**config.mk**
```make
export PLATFORM = sky130hd
export DESIGN_NAME = fitness_session_ctrl
export DESIGN_NICKNAME = d
export VERILOG_FILES = /design/src/rtl/fitness_session_ctrl.sv
export SDC_FILE = /design/constraint.sdc
export NUM_CORES = 1
export LEC_CHECK = 0
export CORE_ASPECT_RATIO = 1.25
export CORE_MARGIN = 5
export CORE_UTILIZATION = 35
export DETAILED_ROUTE_END_ITERATION = 16
export SLEW_MARGIN = 20
export SYNTH_ARGS = -nofsm -noshare
export SYNTH_HDL_FRONTEND = slang
export SYNTH_SLANG_ARGS = --single-unit
export TNS_END_PERCENT = 20
```
**constraint.sdc**
```tcl
create_clock -name clk -period 6.3 [get_ports clk]
set_input_delay 1.26 -clock clk [delete_from_list [all_inputs] [get_ports clk]]
set_output_delay 1.26 -clock clk [all_outputs]
set_load 0.005 [all_outputs]
```
**src/rtl/fitness_session_ctrl.sv**
```systemverilog
// Step-tracker session controller: IDLE/RUN/PAUSE sequencing, step, distance,
// run-time and step-rate counters, plus a rotating display selector.
module fitness_session_ctrl #(
  parameter int TICKS_PER_SEC = 100000000,
  parameter int DISPLAY_SECS  = 2,
  parameter int STEP_MAX      = 9999
) (
  input  logic        clk,
  input  logic        reset,
  input  logic        start,
  input  logic        stop,
  input  logic        clear,
  input  logic        step_pulse,
  output logic [15:0] stepcount,
  output logic [15:0] distance,
  output logic [15:0] run_secs,
  output logic [15:0] step_rate,
  output logic [1:0]  mode,
  output logic [15:0] display_value,
  output logic        running,
  output logic        saturated,
  output logic [1:0]  state_dbg
);

  localparam int TW = (TICKS_PER_SEC > 1) ? $clog2(TICKS_PER_SEC) : 1;
  localparam int DW = (DISPLAY_SECS > 1) ? $clog2(DISPLAY_SECS) : 1;
  localparam logic [TW-1:0] TICK_LAST = TW'(TICKS_PER_SEC - 1);
  localparam logic [DW-1:0] DISP_LAST = DW'(DISPLAY_SECS - 1);
  localparam logic [15:0]   SMAX      = 16'(STEP_MAX);

  typedef enum logic [1:0] {
    S_IDLE  = 2'd0,
    S_RUN   = 2'd1,
    S_PAUSE = 2'd2
  } state_e;

  state_e        state_q, state_d;
  logic          running_q, running_d;
  logic [15:0]   stepcount_q, stepcount_d;
  logic [15:0]   distance_q, distance_d;
  logic [15:0]   run_secs_q, run_secs_d;
  logic [15:0]   step_rate_q, step_rate_d;
  logic [15:0]   acc_q, acc_d;
  logic [TW-1:0] tick_cnt_q, tick_cnt_d;
  logic [TW-1:0] disp_cnt_q, disp_cnt_d;
  logic [DW-1:0] disp_secs_q, disp_secs_d;
  logic [1:0]    mode_q, mode_d;

  logic          in_run;
  logic          step_take;
  logic          sec_tick;
  logic          disp_tick;
  logic [15:0]   acc_plus;

  // Requests are strictly prioritised: a stop present masks any start.
  always_comb begin
    state_d = state_q;
    if (clear) begin
      state_d = S_IDLE;
    end else if (stop) begin
      if (state_q == S_RUN) state_d = S_PAUSE;
    end else if (start) begin
      if (state_q != S_RUN) state_d = S_RUN;
    end
  end

  assign in_run    = (state_q == S_RUN);
  assign step_take = in_run && step_pulse && !clear;
  assign sec_tick  = in_run && (tick_cnt_q == TICK_LAST);
  assign disp_tick = (state_q != S_IDLE) && (disp_cnt_q == TICK_LAST);
  assign acc_plus  = (step_take && (acc_q < SMAX)) ? acc_q + 16'd1 : acc_q;

  always_comb begin
    running_d   = (state_d == S_RUN);
    stepcount_d = stepcount_q;
    distance_d  = 16'({11'd0, stepcount_q[15:11]} * 16'd5);
    run_secs_d  = run_secs_q;
    step_rate_d = step_rate_q;
    acc_d       = acc_plus;
    tick_cnt_d  = tick_cnt_q;
    disp_cnt_d  = disp_cnt_q;
    disp_secs_d = disp_secs_q;
    mode_d      = mode_q;

    if (step_take && (stepcount_q < SMAX)) stepcount_d = stepcount_q + 16'd1;

    if (in_run) begin
      if (sec_tick) begin
        tick_cnt_d  = '0;
        step_rate_d = acc_plus;
        acc_d       = 16'd0;
        if (run_secs_q < SMAX) run_secs_d = run_secs_q + 16'd1;
      end else begin
        tick_cnt_d = tick_cnt_q + 1'b1;
      end
    end

    // The rotation timer free-runs across RUN and PAUSE; only IDLE parks it.
    if (state_q == S_IDLE) begin
      disp_cnt_d  = '0;
      disp_secs_d = '0;
      mode_d      = 2'd0;
    end else if (disp_tick) begin
      disp_cnt_d = '0;
      if (disp_secs_q == DISP_LAST) begin
        disp_secs_d = '0;
        mode_d      = mode_q + 2'd1;
      end else begin
        disp_secs_d = disp_secs_q + 1'b1;
      end
    end else begin
      disp_cnt_d = disp_cnt_q + 1'b1;
    end

    if (clear) begin
      stepcount_d = 16'd0;
      distance_d  = 16'd0;
      run_secs_d  = 16'd0;
      step_rate_d = 16'd0;
      acc_d       = 16'd0;
      tick_cnt_d  = '0;
      disp_cnt_d  = '0;
      disp_secs_d = '0;
      mode_d      = 2'd0;
    end
  end

  always_ff @(posedge clk or negedge reset) begin
    if (!reset) begin
      state_q     <= S_IDLE;
      running_q   <= 1'b0;
      stepcount_q <= 16'd0;
      distance_q  <= 16'd0;
      run_secs_q  <= 16'd0;
      step_rate_q <= 16'd0;
      acc_q       <= 16'd0;
      tick_cnt_q  <= '0;
      disp_cnt_q  <= '0;
      disp_secs_q <= '0;
      mode_q      <= 2'd0;
    end else begin
      state_q     <= state_d;
      running_q   <= running_d;
      stepcount_q <= stepcount_d;
      distance_q  <= distance_d;
      run_secs_q  <= run_secs_d;
      step_rate_q <= step_rate_d;
      acc_q       <= acc_d;
      tick_cnt_q  <= tick_cnt_d;
      disp_cnt_q  <= disp_cnt_d;
      disp_secs_q <= disp_secs_d;
      mode_q      <= mode_d;
    end
  end

  always_comb begin
    display_value = stepcount_q;
    case (mode_q)
      2'd0: display_value = stepcount_q;
      2'd1: display_value = distance_q;
      2'd2: display_value = run_secs_q;
      2'd3: display_value = step_rate_q;
      default: display_value = stepcount_q;
    endcase
  end

  assign stepcount = stepcount_q;
  assign distance  = distance_q;
  assign run_secs  = run_secs_q;
  assign step_rate = step_rate_q;
  assign mode      = mode_q;
  assign running   = running_q;
  assign saturated = (stepcount_q == SMAX);
  assign state_dbg = state_q;

endmodule

```
* After elaboration in Yosys (flattened, before gate mapping)
Index checks and enable logic that the tools add are counted.
** Operators by class
- Eq/ne operators :: 9
- Bitwise logic cells :: 0
- Muxes and demuxes :: 34
- $mul :: 1
- Divide/modulo/power cells :: 0
- Shift operators :: 0
- Order comparisons :: 3
- Reduce and logical (&&, ||, !) cells :: 19
- Add/sub/neg operators :: 7
** Operator list (count)
- $mux 16 :: 13
- $mux 27 :: 6
- $pmux 16 s4 :: 1
- $add 27x1->27 const B :: 2
- $eq 27x27->1 const B :: 2
- $add 16x1->16 const B :: 3
- $lt 16x14->1 const B :: 3
- $mux 2 :: 9
- $eq 16x14->1 const B :: 1
- $reduce_bool 2->1 :: 5
- $mul 5x3->8 const B :: 1
- $mux 8 :: 1
- $eq 2x1->1 const B :: 3
- $logic_and 1x1->1 :: 6
- $reduce_bool 3->1 :: 2
- $eq 2x2->1 const B :: 2
- $logic_not 2->1 :: 2
- $mux 1 :: 4
- $reduce_and 2->1 :: 2
- $reduce_and 3->1 :: 1
- $add 2x1->2 const B :: 1
- $ne 2x1->1 const B :: 1
- $add 1x1->1 const B :: 1
- $logic_not 1->1 :: 1
** Storage, ports and cells
- Memories kept :: 0
- Word-level logic and storage cells :: 84
- Input bits :: 6
- RAM bits :: 0
- Output and inout port bits :: 86
- Bits in latches :: 0
- Bits in read-only memories :: 0
- Register bits after elaboration :: 140

* Logic depth before layout (Yosys ltp)
Gate-level depths: netlist of the first run.
- Word-level depth :: 8
- Depth in mapped cells :: 9
- Gate-level depth less buffers :: 6

* Worst setup path before layout of the first run
No wires, ideal clock.
- Path kind :: register -> output
- Start point :: register mode_q[0] (netlist: mode[0])
- End point :: output display_value[4]
- Slack :: 3.550 ns
- Buffers on the path :: 2
- Cell stages (with the launch flop) :: 6
- Required time :: 5.040 ns
- Data arrival time :: 1.490 ns
- Cell sequence :: dfrtp_1 > inv_1 > ha_1 > clkbuf_1 > clkbuf_1 > mux2i_1
** Between the ends
- Word-level cells in the longest chain between the ends :: 2
- Elaborated cells between the ends (all ways) :: 5
- Those cells by class :: 3 x eq/ne; 1 x mux; 1 x reduce/logical
** Ends and longest elaborated chain
- start, declared :: RTL line 47 : logic [1:0] mode_q, mode_d;
- start signal, assigned :: RTL line 152 : mode_q <= mode_d;
- $eq 2x2->1, or another cell as far along :: RTL line 158 : case (mode_q)
- $pmux 16 s4 (*) :: RTL line 158
- end, declared :: RTL line 19 : output logic [15:0] display_value,
Mark *: on every way between the ends. The rest lies on a longest branch, timed or not.

* Worst setup path after layout of the first run
- Start point :: register mode_q[0] (netlist: mode[0])
- End point :: output display_value[7]
Same word-level chain as after synthesis.

==> impl_metrics.json, run 1 <==
{
  "cp_slowest_stage_delay_ps": 810,
  "start_kind": "flop",
  "run_status": "completed",
  "max_freq_ghz": 0.255,
  "grt_pass1_vias": 5482,
  "power_leakage_nw": 3.44,
  "grt_start_max_net_pins": 68,
  "synth_area_per_cell_sq_um": 9.53,
  "finClkSkew_ps": 10.5,
  "arrival_ps": 2660,
  "crit_chain": "inv_1 -> ha_1 -> mux2i_1 -> clkdlybuf4s50_1",
  "die_y_um": 168,
  "r2r_end": "acc_q[7]",
  "yosysSeqAreaShare_pct": 47.0,
  "setup_viol": 0,
  "place_congestion": 0.876,
  "path_buf_inv": 2,
  "synthesis.area_sq_mm": 0.00703,
  "grt_pass1_wl_mm": 29.9,
  "areaGrowthSynthToFinish_pct": 23.2,
  "antenna_left": 0,
  "ios": 92,
  "grt_usage_pct": 16.3,
  "first_iter_violations": 389,
  "cts_tree": "built",
  "cts_root_buf": "clkbuf_16",
  "drive_gt1_share_pct": 6.12,
  "yosys_most_used_dff": "dfrtp_1",
  "tightest_slew_ps": 988,
  "p_per_area_mw_per_mm2": 228,
  "finalMaxSlewViolations": 0,
  "cpLargestDelayFamily": "adder cells",
  "min_path_cells": 1,
  "yosysWarnings": 0,
  "dp_cells": 1055,
  "clock_latency_ps": 410,
  "path_max_fanout": 24,
  "ys_ff_latch": 132,
  "floorplan.initialDensity_pct": 35.2,
  "postCtsHoldBufs": 0,
  "drc_errors": 0,
  "ff2ff_setup_slack_ps": 3180,
  "cp.required_ps": 5040,
  "startpoint": "mode[0]",
  "final_area_sq_mm": 0.00866,
  "ctsLongestPathBuffers": 2,
  "relSlewSlack_pct": 34.1,
  "die_area_sq_mm": 0.0230,
  "synth_edf_count": 0,
  "crit_slowest_cell": "ha_1",
  "grt_overflow_total": 0,
  "r2r-start": "tick_cnt_q[0]",
  "postCtsSetupBuffers": 0,
  "r2r_cells": 6,
  "cts.sinks": 132,
  "worst-path-stages": 4,
  "utilization_pct": 43.4,
  "antenna_cells": 0,
  "cts_made_buffers": 17,
  "worst-setup-path-type": "reg -> out",
  "place_area_sq_mm": 0.00801,
  "route.vias.total": 5683,
  "finalCriticalPeriod_ps": 3920,
  "async_flop_share_pct": 100,
  "syn_inst": 737,
  "grt_setup_unrepaired": "false",
  "viasPerCell": 5.23,
  "endpoint_kind": "output port",
  "mostFrequentLayoutCells": "dfrtp_1 (132), nor2_1 (110), clkdlybuf4s50_1 (81)",
  "maxCapViolCount": 0,
  "final_common_cell": "dfrtp_1",
  "instances_no_fill": 1087,
  "cp-endpoint": "display_value[7]",
  "vdd_drop_max_mv": 0.199,
  "clkTransAtPathRegs_ps": 60,
  "hpwl_mm": 12.9,
  "wl_per_cell_um": 16.7,
  "port_buffers": 83,
  "setup_tns_ps": 0,
  "ys_types": 57,
  "final_net_count": 826,
  "h-tree-depth": 4,
  "firstDrtPassIters": 8,
  "cts.repair.resized": 0,
  "num_rows": 58,
  "die_w_um": 137,
  "fin_crit_sh_pct": 62.2,
  "wirelength_mm": 18.2,
  "core_sq_mm": 0.0200,
  "hp-class": "reg -> reg",
  "hold_viol": 0,
  "fill_cells": 1932,
  "antenna_found_initial": 0
}
-- metrics by stage --
stage	hold WS, ps	total power [mW]	setup WS [ps]
2_1_floorplan	448	0.895	3550
3_3_place_gp	473	0.922	2780
3_5_place_dp	481	0.922	2770
4_1_cts	489	2.00	2370
5_1_grt	515	2.04	2200
6_report	485	1.97	2380
-- sequential cells by signal, indices dropped and copies added, names as in the netlist --
register and cells:
disp_cnt_q 27, tick_cnt_q 27, acc_q 16, run_secs 16, step_rate 16, stepcount 16
distance 8, mode 2, state_dbg 2, disp_secs_q 1, running 1
-- per-layer routing --
layer  routed length [um]  track usage (%)
met5                    0                0
met4                  369             6.40
met3                  949             3.26
met2                 8650             25.8
met1                 8240             22.0
-- worst min path at each step --
stage / endpoint / start
CTS: disp_cnt_q[0] / disp_cnt_q[0]
global placement: disp_cnt_q[0] / disp_cnt_q[0]
detailed placement: disp_cnt_q[0] / disp_cnt_q[0]
floorplan: disp_cnt_q[0] / disp_cnt_q[0]
finish: disp_cnt_q[0] / disp_cnt_q[0]
global route: disp_cnt_q[0] / disp_cnt_q[0]
-- kinds of logic after synthesis --
family          synth area share [%]
buf+inv                         4.33
simple gates                    25.1
other cells                   0.0534
compound gates                  10.4
fa+ha+maj                       2.96
flops                           47.0
mux                             1.85
xor+xnor                        8.35
-- power by group --
group / internal, mW / leakage [nW] / switching [mW]
Clock: 0.696 / 0.306 / 0.372
Sequential: 0.851 / 1.84 / 0.00419
Combinational: 0.0104 / 1.29 / 0.0396
Total: 1.56 / 3.44 / 0.416
-- synthesized netlist by cell type (2+ instances only) --
master | count | area (sq um)
a21o_1 | 2 | 15.0
buf_2 | 10 | 50.1
a2bb2oi_1 | 2 | 17.5
o21ai_0 | 21 | 105
nor2_1 | 110 | 413
and3_1 | 20 | 125
a222oi_1 | 8 | 80.1
and2_1 | 3 | 18.8
nand2_1 | 45 | 169
and4_1 | 7 | 61.3
a32oi_1 | 2 | 17.5
nor4b_1 | 5 | 43.8
a211oi_1 | 16 | 120
clkbuf_1 | 20 | 75.1
a21oi_1 | 28 | 140
ha_1 | 15 | 188
o31ai_1 | 9 | 67.6
dfrtp_1 | 132 | 3300
mux2i_1 | 13 | 130
xor2_1 | 17 | 149
and4b_1 | 2 | 20.0
o21a_1 | 3 | 22.5
nor4_1 | 16 | 100
or2_2 | 3 | 18.8
and4bb_2 | 2 | 25.0
xnor2_1 | 50 | 438
nor3_1 | 24 | 120
nand3_1 | 38 | 190
buf_1 | 3 | 11.3
nor2b_1 | 12 | 75.1
or4_1 | 14 | 105
buf_4 | 8 | 60.1
inv_1 | 22 | 82.6
or3_1 | 6 | 37.5
nand4_1 | 20 | 125
a22oi_1 | 8 | 60.1
-- final cells by class --
class	count	area (sq um)	area share, %
clock buffer	21	470	5.44
tap	270	338	3.90
sequential	132	3300	38.2
multi-input combinational	546	3450	39.8
clock inverter	11	174	2.01
timing repair buffer	85	842	9.73
inverter	22	82.6	0.954
Power figures use the tool's default switching activity.
==> run 2, diff against run 1 <==
==> constraint.sdc (replaced) <==
create_clock -name clk -period 4.1 [get_ports clk]
set_input_delay 0.82 -clock clk [delete_from_list [all_inputs] [get_ports clk]]
set_output_delay 0.82 -clock clk [all_outputs]
set_load 0.005 [all_outputs]
==> run 2 against run 1 <==
Compared with the run above:
- combinational power is 60% higher
- global-route usage is 0.21 points lower
- clock skew is 3.7 ps lower
- die area stayed put
- power is 41% higher
- largest cell class unchanged
==> impl_metrics.json, run 2 (synthesis gave the netlist of run 1 again) <==
{
  "final_net_count": 829,
  "cts.repair.resized": 0,
  "drc_errors": 0,
  "die_w_um": 137,
  "max_freq_ghz": 0.288,
  "worst-setup-path-type": "reg -> out",
  "clkTransAtPathRegs_ps": 60,
  "register_area_sq_mm": 0.00330,
  "cts_made_buffers": 17,
  "grt_start_max_net_pins": 107,
  "postCtsHoldBufs": 0,
  "seqPwrFrac_pct": 47.1,
  "cts_root_buf": "clkbuf_16",
  "p_per_area_mw_per_mm2": 325,
  "grt_pass1_vias": 5506,
  "die_area_sq_mm": 0.0230,
  "finalMaxSlewViolations": 0,
  "maxCapViolCount": 0,
  "wirelength_mm": 18.1,
  "viasPerCell": 5.23,
  "switching_share_pct": 22.2,
  "wl_per_cell_um": 16.6,
  "start_kind": "flop",
  "hp-class": "in -> async",
  "fill_cells": 1936,
  "final_area_sq_mm": 0.00859,
  "hpwl_mm": 12.9,
  "mostFrequentLayoutCells": "dfrtp_1 (132), nor2_1 (110), clkdlybuf4s50_1 (81)",
  "final_common_cell": "dfrtp_1",
  "combPwrFrac_pct": 2.9,
  "place_area_sq_mm": 0.00803,
  "grt_usage_pct": 16.1,
  "fin_crit_sh_pct": 84.6,
  "p_int_mw": 2.17,
  "cp_slowest_stage_delay_ps": 840,
  "path_buf_inv": 2,
  "tightest_slew_ps": 1010,
  "finalCriticalPeriod_ps": 3470,
  "vdd_drop_max_mv": 0.326,
  "place_congestion": 0.842,
  "crit_slowest_cell": "ha_1",
  "core_sq_mm": 0.0200,
  "areaGrowthSynthToFinish_pct": 22.3,
  "clock_latency_ps": 410,
  "route.vias.total": 5699,
  "grt_overflow_total": 0,
  "drive_gt1_share_pct": 6.10,
  "ios": 92,
  "floorplan.initialDensity_pct": 35.2,
  "multiInputGateArea_sq_mm": 0.00345,
  "p_sw_uw": 619,
  "endpoint_kind": "output port",
  "met1_length_mm": 7.74,
  "antenna_cells": 0,
  "port_buffers": 83,
  "h-tree-depth": 4,
  "power_leakage_nw": 3.42,
  "setup_tns_ps": 0,
  "hold_viol": 0,
  "num_rows": 58,
  "cts.sinks": 132,
  "setup_viol": 0,
  "grt_setup_unrepaired": "false",
  "holdWs_ps": 284,
  "crit_chain": "inv_1 -> ha_1 -> mux2i_1 -> clkdlybuf4s50_1",
  "first_iter_violations": 369,
  "power_frac_clock_pct": 50.0,
  "antenna_left": 0,
  "cts_tree": "built",
  "grt_pass1_wl_mm": 29.4,
  "antenna_found_initial": 0,
  "route.met3.wl_mm": 1.14,
  "die_y_um": 168,
  "postCtsSetupBuffers": 0,
  "firstDrtPassIters": 6,
  "arrival_ps": 2650,
  "path_max_fanout": 24,
  "reg_top3": "disp_cnt_q: 27 flops, tick_cnt_q: 27 flops",
  "topRoutingLayerUsed": "met4",
  "ctsLongestPathBuffers": 2,
  "run_status": "completed",
  "cpLargestDelayFamily": "adder cells",
  "met2_length_mm": 8.47,
  "finClkSkew_ps": 6.83,
  "cp.required_ps": 3280,
  "relSlewSlack_pct": 32.9
}
==> run 2: cell count changes in the layout (fill, tap and decap cells not counted), sizes merged <==
cell | previous run | this run
clkinv | 3 | 7
clkbuf | 21 | 22
bufinv | 4 | 1
inv | 23 | 22
clkinvlp | 3 | 2
buf | 4 | 7
==> run 2: worst reg2reg max path: cells and delay by family, from the launching register on <==
kind	cells	cell delay [ps]
simple gates	4	1780
flops	1	390
fa+ha+maj	1	220
compound gates	1	160
==> run 2: final timing paths <==
check	depth (start not counted)	end	slack, ps	start
max	4	display_value[7]	630	mode[0]
max in group asynchronous	3	disp_cnt_q[1]	2880	reset
max reg2reg	6	run_secs[10]	1480	tick_cnt_q[0]
min reg2reg	1	disp_cnt_q[0]	480	disp_cnt_q[0]
min	1	run_secs[8]	280	reset
min in group clk	1	disp_cnt_q[0]	480	disp_cnt_q[0]
==> run 2: through the flow <==
step	utilization (%)	setup WS [ps]	cells	total power [mW]
2_1_floorplan	-	1790	744	1.37
3_3_place_gp	40.2	1050	1057	1.42
3_5_place_dp	40.2	982	1057	1.42
4_1_cts	42.9	636	1089	2.82
5_1_grt	43.1	465	1090	2.89
6_report	43.1	631	1090	2.79
==> run 2: area by class of cell <==
class | instances | share of cell area [%]
flip-flops and latches | 132 | 38.4
multi-input cells | 546 | 40.1
well taps | 270 | 3.93
clock buffers | 22 | 5.29
repair buffers | 88 | 10.3
clock inverters | 10 | 0.976
inverters | 22 | 0.961
==> run 2: power groups by stage <==
stage	sequential (mW)	clock (mW)	combinational [mW]
floorplan	1.34	0	0.0396
global placement	1.34	0	0.0800
detailed placement	1.34	0	0.0803
CTS	1.31	1.43	0.0803
global route	1.31	1.49	0.0925
finish	1.31	1.39	0.0801
==> run 2: per-layer routing <==
layer,global-route usage [%],vias up
li1,-,2763
met1,21.3,2729
met2,25.3,175
met3,3.05,32
met4,7.98,0
met5,0,-
